File: config.mk
export PLATFORM = sky130hd
export DESIGN_NAME = reset_sequencer
export DESIGN_NICKNAME = d
export VERILOG_FILES = /design/src/rtl/reset_sequencer.sv
export SDC_FILE = /design/constraint.sdc
export NUM_CORES = 1
export LEC_CHECK = 0
export CAP_MARGIN = 20
export CORE_MARGIN = 2
export CORE_UTILIZATION = 55
export CTS_CLUSTER_DIAMETER = 30
export CTS_CLUSTER_SIZE = 24
export DETAILED_ROUTE_END_ITERATION = 12
export DONT_BUFFER_PORTS = 1
export PLACE_DENSITY = 0.8
export SLEW_MARGIN = 40
export SYNTH_ARGS = -nofsm -noshare
export SYNTH_HDL_FRONTEND = slang
export SYNTH_SLANG_ARGS = --single-unit
File: constraint.sdc
create_clock -name clk -period 6.7 [get_ports clk]
set_input_delay 1.005 -clock clk [delete_from_list [all_inputs] [get_ports clk]]
set_output_delay 1.005 -clock clk [all_outputs]
set_load 0.01 [all_outputs]
File: src/rtl/reset_sequencer.sv
// Reset bring-up sequencer: quiet period, global pulse, staggered stage release.
// Define RSTSEQ_HOLD_EN to add the `hold` input that stretches the pulse.
module reset_sequencer #(
  parameter int PRE_CYCLES   = 4,
  parameter int PULSE_CYCLES = 4,
  parameter int STAGES       = 3,
  parameter int GAP_CYCLES   = 2,
  parameter int CNT_W        = 16
) (
  input  logic              clk,
  input  logic              reset,
  input  logic              req,
`ifdef RSTSEQ_HOLD_EN
  input  logic              hold,
`endif
  output logic [STAGES-1:0] rst_out,
  output logic              busy,
  output logic              ready,
  output logic              done
);

  localparam int SW = $clog2(STAGES + 1);

  localparam logic [CNT_W-1:0] PRE_T =
    CNT_W'(PRE_CYCLES - 1);
  localparam logic [CNT_W-1:0] PULSE_T =
    CNT_W'(PULSE_CYCLES - 1);
  localparam logic [CNT_W-1:0] GAP_T =
    CNT_W'(GAP_CYCLES - 1);
  localparam logic [SW-1:0] STG_LAST =
    SW'(STAGES - 1);
  localparam logic [STAGES-1:0] ONE =
    STAGES'(1);

  typedef enum logic [1:0] {
    S_PRE,
    S_PULSE,
    S_REL,
    S_RUN
  } state_t;

  state_t            state_q, state_d;
  logic [CNT_W-1:0]  cnt_q, cnt_d;
  logic [SW-1:0]     stg_q, stg_d;
  logic [STAGES-1:0] rst_q, rst_d;
  logic              ready_q, ready_d;
  logic              done_q, done_d;
  logic              freeze;

`ifdef RSTSEQ_HOLD_EN
  assign freeze = hold;
`else
  assign freeze = 1'b0;
`endif

  always_comb begin
    state_d = state_q;
    cnt_d   = cnt_q;
    stg_d   = stg_q;
    rst_d   = rst_q;
    ready_d = ready_q;
    done_d  = 1'b0;
    unique case (state_q)
      S_PRE: begin
        rst_d = '0;
        if (cnt_q == PRE_T) begin
          state_d = S_PULSE;
          cnt_d   = '0;
          rst_d   = '1;
        end else begin
          cnt_d = cnt_q + 1'b1;
        end
      end
      S_PULSE: begin
        // hold only stretches the pulse; it never skips ahead
        if (!freeze) begin
          if (cnt_q == PULSE_T) begin
            state_d = S_REL;
            cnt_d   = '0;
            stg_d   = '0;
            rst_d   = rst_q & ~ONE;
          end else begin
            cnt_d = cnt_q + 1'b1;
          end
        end
      end
      S_REL: begin
        if (cnt_q == GAP_T) begin
          cnt_d = '0;
          if (stg_q == STG_LAST) begin
            state_d = S_RUN;
            rst_d   = '0;
            ready_d = 1'b1;
            done_d  = 1'b1;
          end else begin
            stg_d = stg_q + 1'b1;
            rst_d = rst_q & ~(ONE << stg_d);
          end
        end else begin
          cnt_d = cnt_q + 1'b1;
        end
      end
      S_RUN: begin
        rst_d = '0;
        if (req) begin
          state_d = S_PRE;
          cnt_d   = '0;
          stg_d   = '0;
          ready_d = 1'b0;
        end
      end
      default: begin
        state_d = S_PRE;
        cnt_d   = '0;
        stg_d   = '0;
        rst_d   = '0;
        ready_d = 1'b0;
      end
    endcase
  end

  always_ff @(posedge clk or posedge reset) begin
    if (reset) begin
      state_q <= S_PRE;
      cnt_q   <= '0;
      stg_q   <= '0;
      rst_q   <= '0;
      ready_q <= 1'b0;
      done_q  <= 1'b0;
    end else begin
      state_q <= state_d;
      cnt_q   <= cnt_d;
      stg_q   <= stg_d;
      rst_q   <= rst_d;
      ready_q <= ready_d;
      done_q  <= done_d;
    end
  end

  assign rst_out = rst_q;
  assign ready   = ready_q;
  assign busy    = ~ready_q;
  assign done    = done_q;

endmodule

# After elaboration in Yosys (flattened, before gate mapping)
# Cells that the tools add are included.
[totals] register_bits=25 input_bits=3 output_inout_bits=6 wordCells=61
[classes] n_addsub=2 eq_ne=12 n_shift=1 n_mux=26 bitwise_logic=4 n_reduce_logical=9
[ops] cell="2-to-1 mux 16 bit" count=3
[ops] cell="one-hot mux 16 bit (3 select lines)" count=1
[ops] cell="adder 16 x 1 -> 16 bit, second input constant" count=1
[ops] cell="equality test 16 x 1 -> 1 bit, second input constant" count=1
[ops] cell="equality test 16 x 2 -> 1 bit, second input constant" count=1
[ops] cell="2-to-1 mux 2 bit" count=8
[ops] cell="inequality test 2 bit, second input constant" count=6
[ops] cell="one-hot mux 3 bit (4 select lines)" count=1
[ops] cell="AND reduction 5 bit" count=2
[ops] cell="2-to-1 mux 3 bit" count=3
[ops] cell="one-hot mux 2 bit (4 select lines)" count=1
[ops] cell="2-to-1 mux 1 bit" count=7
[ops] cell="equality test 2 bit, second input constant" count=3
[ops] cell="one-hot mux 2 bit (3 select lines)" count=1
[ops] cell="AND reduction 2 bit" count=2
[ops] cell="AND reduction 4 bit" count=1
[ops] cell="AND 3 bit" count=1
[ops] cell="inverter 3 bit" count=1
[ops] cell="nonzero test 3 bit" count=1
[ops] cell="left shift 1 x 2 -> 3 bit, first input constant" count=1
[ops] cell="adder 2 x 1 -> 2 bit, second input constant" count=1
[ops] cell="equality test 2 x 1 -> 1 bit, second input constant" count=1
[ops] cell="logical NOT 2 bit" count=1
[ops] cell="inverter 1 bit" count=2
[ops] cell="3 further kinds" count=3

# Logic depth before layout (Yosys ltp)
# Gate-level depths: netlist of run 1.
[depth] ltp_word=7 ltp_mapped=8 depth_no_buf=7

# Worst setup path after synthesis of run 1
# OpenSTA, ideal clock, no wires.
[synth_path] path_type="reg-to-reg" startpoint="reg cnt_q[11]" endpoint="reg state_q[1]" setup_ns=0.127 arrival_ns=2.210 t_required_ns=6.573 setup_slack_ns=4.363 stages_incl_launch_ff=6 path_buffers=0 synth_period_minus_slack_ns=2.337 path_cell_list="dfrtp_1 -> or4_4 -> or4b_4 -> o21a_1 -> a2111oi_2 -> mux2_1"
[synth_via] elab_chain_cells=3 word_cells_on_any_way=6 cone_classes="eq/ne (5); reduce/logical (1)"
[synth_rtl] item="from (decl)" line="43" source="logic [CNT_W-1:0] cnt_q, cnt_d;"
[synth_rtl] item="from (signal assigned)" line="132" source="cnt_q <= cnt_d;"
[synth_rtl] item="equality test 16 x 1 -> 1 bit or equality test 16 x 2 -> 1 bit (tied branches)" line="88, 66, 77"
[synth_rtl] item="inequality test 2 bit (no line)"
[synth_rtl] item="AND reduction 5 bit (no line) *"
[synth_rtl] item="to (signal assigned)" line="131" source="state_q <= state_d;"
[synth_rtl] item="to (decl)" line="42" source="state_t state_q, state_d;"
# Every way passes the cells marked *; elsewhere a longest branch is shown, timed or not.
# A chain may end at the register's enable or synchronous reset.

# Worst setup path after layout of run 1
[layout_path] startpoint="reg state_q[0]" endpoint="reg cnt_q[3]"
[layout_via] elab_chain_cells=3 word_cells_on_any_way=7 cone_classes="eq/ne (4); mux (1); reduce/logical (2)"
[layout_rtl] item="equality test 2 x 1 -> 1 bit or logical NOT 2 bit (tied branches)" line="63" source="unique case (state_q)"
[layout_rtl] item="OR reduction 2 bit (no line)"
[layout_rtl] item="one-hot mux 16 bit (3 select lines)" line="63"
# Several ways; a longest one is shown, not always the timed one.

==> results of run 1 <==
cell type report:
class                           count  area (µm²)
Fill cell                         212         986
Clock inverter                      1        7.51
Clock buffer                        3        22.5
Multi-Input combinational cell    121         798
Tap cell                           30        37.5
Inverter                           12        45.0
Sequential cell                    25         626
registers in the layout (all words and copies together), names as in the netlist:
name and flops:
rst_out 3, cnt_q 16, ready 1, state_q 2
done 1, stg_q 2
kinds of logic after synthesis:
group,count (synthesis),share of synthesized area (%)
AO/OA/AOI/OAI,18,8.02
buffers and inverters,15,3.88
AND/OR/NAND/NOR,75,26.1
flip-flops,25,42.2
adder cells (fa/ha/maj),11,9.29
multiplexers,4,2.79
XOR/XNOR,13,7.69
power breakdown:
| group | total (mW) | internal, mW | switching, mW |
|---|---|---|---|
| combinational | 0.284 | 0.116 | 0.169 |
| sequential | 0.218 | 0.184 | 0.0345 |
| clock | 0.0719 | 0.0229 | 0.0490 |
synthesized netlist by cell type:
master | n | area, µm²
o22ai_1 | 1 | 6.26
a21oi_2 | 1 | 8.76
buf_2 | 1 | 5.00
ha_1 | 11 | 138
or3_1 | 2 | 12.5
inv_1 | 12 | 45.0
or2_4 | 1 | 8.76
nor2_1 | 24 | 90.1
a22o_1 | 1 | 8.76
mux2i_1 | 3 | 30.0
or4bb_1 | 1 | 11.3
nor3_1 | 8 | 40.0
dfrtp_1 | 25 | 626
and4_1 | 1 | 8.76
nor3b_1 | 1 | 7.51
nor2b_1 | 4 | 25.0
nand3_1 | 5 | 25.0
xor2_1 | 2 | 17.5
a2111oi_2 | 1 | 15.0
mux2_1 | 1 | 11.3
clkbuf_1 | 2 | 7.51
nand4_1 | 3 | 18.8
or4_1 | 2 | 15.0
or4b_4 | 1 | 13.8
xnor2_1 | 11 | 96.3
a211o_1 | 1 | 8.76
o21ai_0 | 5 | 25.0
nor4_1 | 4 | 25.0
o22a_1 | 1 | 8.76
nand2_1 | 13 | 48.8
nand2b_1 | 4 | 25.0
or4_4 | 1 | 11.3
a21oi_1 | 3 | 15.0
o21ai_1 | 3 | 15.0
o21a_1 | 1 | 7.51
worst max-delay path by stage:
stage / slack, ns / cells past startpoint / startpoint / end
after detailed placement: 3.96 / 7 / state_q[0] / cnt_q[9]
after CTS: 3.93 / 7 / state_q[0] / cnt_q[9]
final: 3.95 / 7 / state_q[0] / cnt_q[3]
after floorplan: 4.36 / 5 / cnt_q[11] / state_q[1]
after global routing: 3.70 / 7 / state_q[0] / cnt_q[9]
after global placement: 4.04 / 7 / state_q[0] / cnt_q[5]
critical path: stages, from the launching register on:
cell,delay (ns)
dfrtp_1,0.44
inv_1,0.12
ha_1,0.40
or4bb_1,0.53
nor4_1,0.42
nor2_1,0.13
a21oi_2,0.49
nor2_1,0.12
metal layers:
metal | wire (µm) | vias to the layer above | global-route usage [%]
met4 | 30 | 0 | 7.82
met2 | 1270 | 40 | 30.6
met1 | 1270 | 537 | 25.7
met5 | 0 | - | 0
met3 | 171 | 4 | 5.58
li1 | - | 551 | -
stage by stage:
step / hold slack, ns / utilization, % / setup slack (ns)
2_1_floorplan: 0.497 / - / 4.36
3_3_place_gp: 0.525 / 59.7 / 4.04
3_5_place_dp: 0.536 / 59.7 / 3.96
4_1_cts: 0.564 / 60.9 / 3.93
5_1_grt: 0.585 / 60.9 / 3.70
6_report: 0.555 / 60.9 / 3.95
==> impl_metrics.tcl, run 1 <==
set metrics [dict create \
    area_growth_pct 3.72 \
    finalNonFillerCells 192 \
    firstDrtPassIters 4 \
    setup_tns_ns 0 \
    maxCapViolCount 0 \
    design_power_total_uw 574 \
    ys_seq_elements 25 \
    r2r_start "state_q[0]" \
    setup_viol 0 \
    portBuffers 0 \
    drive_above_1_share_pct 6.17 \
    slew_violations 0 \
    clockRootBuffer "clkbuf_4" \
    tightest_slew_ns 0.577 \
    cts_buffer_depth 2 \
    max_freq_mhz 363 \
    grt_max_degree 26 \
    ios 9 \
    gr-total-overflow 0 \
    syn_area_um2 1480 \
    r2r_cells 7 \
    cts_resized 0 \
    cts_hold_buf 0 \
    vdd_drop_max_uv 363 \
    clk_latency_ns 0.34 \
    die_x_um 55.9 \
    outcome "finished, final reports clean" \
    ys_warn_count 0 \
    p_leak_nw 0.685 \
    clk_pin_slew_ns 0.15 \
    synth_fp_nets 175 \
    critPathMaxFanout 13 \
    drt-total-wl_um 2740 \
    antenna_found_initial 0 \
    fin_nets 177 \
    start_kind "flip-flop" \
    start_util_pct 58.7 \
    worstHoldPathType "input pin to async pin" \
    final_common_cell "dfrtp_1" \
    fin_area_um2 1540 \
    num_vias 1132 \
    reg2reg_setup_slack_ns 3.95 \
    remaining_drc_errors 0 \
    crit_type "flip-flop to flip-flop" \
    antenna_cells 0 \
    skew_ns 0.0116 \
    seq_area_frac_synth_pct 42.2 \
    cts_tree "built" \
    r2r_end "cnt_q[3]" \
    rsz0062_at_grt "no" \
    die_h_um 55.9 \
    power.density_nw_per_um2 374 \
    end_kind "flip-flop" \
    htreeDepth 1 \
    rows 18 \
    numCtsBuffers 3 \
    timing.final.crit_share_pct 41.1 \
    grt_usage_pct 19.6 \
    first_iter_violations 41 \
    syn_inst 161 \
    required_ns 6.92 \
    cp_data_arrival_time_ns 2.97 \
    ant_nets 0 \
    dpl.cell_count 188 \
    yosysUniqueCellTypes 35 \
    core_area_um2 2520 \
    slew_headroom_pct 61.5 \
    period_needed_ns 2.75 \
    place_area_um2 1510 \
    hold_viol_final 0 \
    via_per_inst 5.90 \
    syn_area_per_cell_um2 9.20 \
    layout.cells.most_common_list "dfrtp_1 (25), nor2_1 (24), nand2_1 (13)" \
    grt_pass1_wl_um 4850 \
    dieArea_um2 3120 \
    gp_congestion 0.794 \
    postCtsSetupBuffers 0 \
    cts.sink_count 25 \
    grt_pass1_vias 1083 \
    wl_per_cell_um 14.3 \
    dpl.hpwl_um 2050 \
]
Power figures use the tool's default switching activity.
==> run 2: changes to the inputs <==
==> constraint.sdc (replaced) <==
create_clock -name clk -period 2.6 [get_ports clk]
set_input_delay 0.39 -clock clk [delete_from_list [all_inputs] [get_ports clk]]
set_output_delay 0.39 -clock clk [all_outputs]
set_load 0.01 [all_outputs]
==> run 2 against run 1 <==
Compared with the run above:
- core utilization increased by 1.3 points
- global-route usage grew 0.74 points
- maximum frequency rose by 11%
- critical path type unchanged
- cell area is 2.2% higher
- sequential cell count did not move
- critical endpoint is now state_q[1]
- clock power rose by 150%
- sequential share of layout area decreased by 0.88 points
- register-to-register slack got worse by 3.8 ns
- combinational power grew to 2.8 times the previous value
- power rose to 2.7 times the previous value
==> impl_metrics.tcl, run 2 (synthesized netlist as in run 1, its figures left out) <==
set metrics [dict create \
    via_per_inst 5.87 \
    antenna_found_initial 0 \
    design_power_total_mw 1.56 \
    power.density_nw_per_um2 991 \
    fin_area_um2 1570 \
    core_area_um2 2520 \
    drive_above_1_share_pct 6.67 \
    die_h_um 55.9 \
    critPathMaxFanout 5 \
    tightest_slew_ns 0.523 \
    cts.sink_count 25 \
    rsz0062_at_grt "no" \
    vdd_drop_max_uv 738 \
    dpl.cell_count 190 \
    grt_pass1_wl_um 4980 \
    num_vias 1144 \
    final_common_cell "dfrtp_1" \
    ios 9 \
    remaining_drc_errors 0 \
    fillers 220 \
    antenna_cells 0 \
    end_kind "flip-flop" \
    rows 18 \
    utilization_pct 62.3 \
    ant_nets 0 \
    period_needed_ns 2.47 \
    cts_buffer_depth 2 \
    hold_viol_final 0 \
    first_iter_violations 39 \
    skew_ns 0.00941 \
    setup_viol 0 \
    max_freq_mhz 404 \
    firstDrtPassIters 4 \
    clockRootBuffer "clkbuf_4" \
    maxCapViolCount 0 \
    slew_violations 0 \
    htreeDepth 1 \
    fin_nets 180 \
    postCtsSetupBuffers 0 \
    reg2reg_setup_slack_ns 0.13 \
    place_area_um2 1520 \
    layout.cells.most_common_list "dfrtp_1 (25), nor2_1 (24), nand2_1 (13)" \
    gp_congestion 0.803 \
    portBuffers 0 \
    setup_tns_ns 0 \
    gr-total-overflow 0 \
    required_ns 2.82 \
    outcome "finished, final reports clean" \
    drt-total-wl_um 2930 \
    area_growth_pct 6.00 \
    start_kind "flip-flop" \
    grt_pass1_vias 1128 \
    worstHoldPathType "input pin to flip-flop" \
    grt_max_degree 26 \
    max_flop_register "cnt_q" \
    grt_usage_pct 20.3 \
    dieArea_um2 3120 \
    start_util_pct 58.7 \
    slew_headroom_pct 64.8 \
    clk_pin_slew_ns 0.14 \
    finalNonFillerCells 195 \
    cts_tree "built" \
    p_leak_nw 0.703 \
    cp_data_arrival_time_ns 2.69 \
    numCtsBuffers 3 \
    crit_type "flip-flop to flip-flop" \
    dpl.hpwl_um 2120 \
    timing.final.crit_share_pct 95.1 \
    die_x_um 55.9 \
    clk_latency_ns 0.32 \
    wl_per_cell_um 15.0 \
    largest_register_ffs 16 \
]
==> run 2: per-layer routing <==
layer  part of all wire (%)  global-route usage (%)  vias to the layer above  wire length [µm]
met5                      0                       0                        -                 0
met4                    1.8                    7.82                        0                53
met3                    3.0                    2.56                        8                87
met2                     47                    32.7                       25              1390
met1                     48                    28.1                      560              1400
li1                       -                       -                      551                 -
==> run 2: final cells by class <==
type	count	area (µm²)	area share [%]
Timing Repair Buffer	3	25.0	1.59
Multi-Input combinational cell	121	811	51.6
Inverter	12	45.0	2.87
Tap cell	30	37.5	2.39
Sequential cell	25	626	39.8
Clock buffer	4	26.3	1.67
==> run 2: worst paths after layout <==
check | endpoint | from | cells past startpoint
min reg2reg | cnt_q[0] | cnt_q[0] | 1
max | state_q[1] | cnt_q[3] | 5
min in group asynchronous | done | reset | 2
min | ready | req | 2
max in group asynchronous | cnt_q[11] | reset | 2
max reg2reg | state_q[1] | cnt_q[3] | 5
==> run 2: report_power, final <==
| group | internal (mW) | switching, mW | total (mW) |
|---|---|---|---|
| Combinational | 0.335 | 0.472 | 0.807 |
| Clock | 0.0601 | 0.118 | 0.178 |
| Sequential | 0.473 | 0.0968 | 0.570 |
==> run 2: worst max-delay path: stages, from the launching register on <==
cell	delay [ns]
dfrtp_1	0.45
or4_1	0.60
or4b_4	0.54
o21a_1	0.17
a2111oi_4	0.24
mux2_1	0.37
==> run 2: through the flow <==
stage,hold slack (ns),worst slack (ns)
2_1_floorplan,0.417,0.263
3_3_place_gp,0.525,0.197
3_5_place_dp,0.344,0.105
4_1_cts,0.248,0.0781
5_1_grt,0.256,0.0496
6_report,0.246,0.126
==> run 2: timing repair <==
item / 4_1_cts / 5_1_grt
gates resized for setup: 0 / 1
setup endpoints to repair: 0 / 1
hold endpoints to repair: 25 / 0
hold buffers: 1 / 0
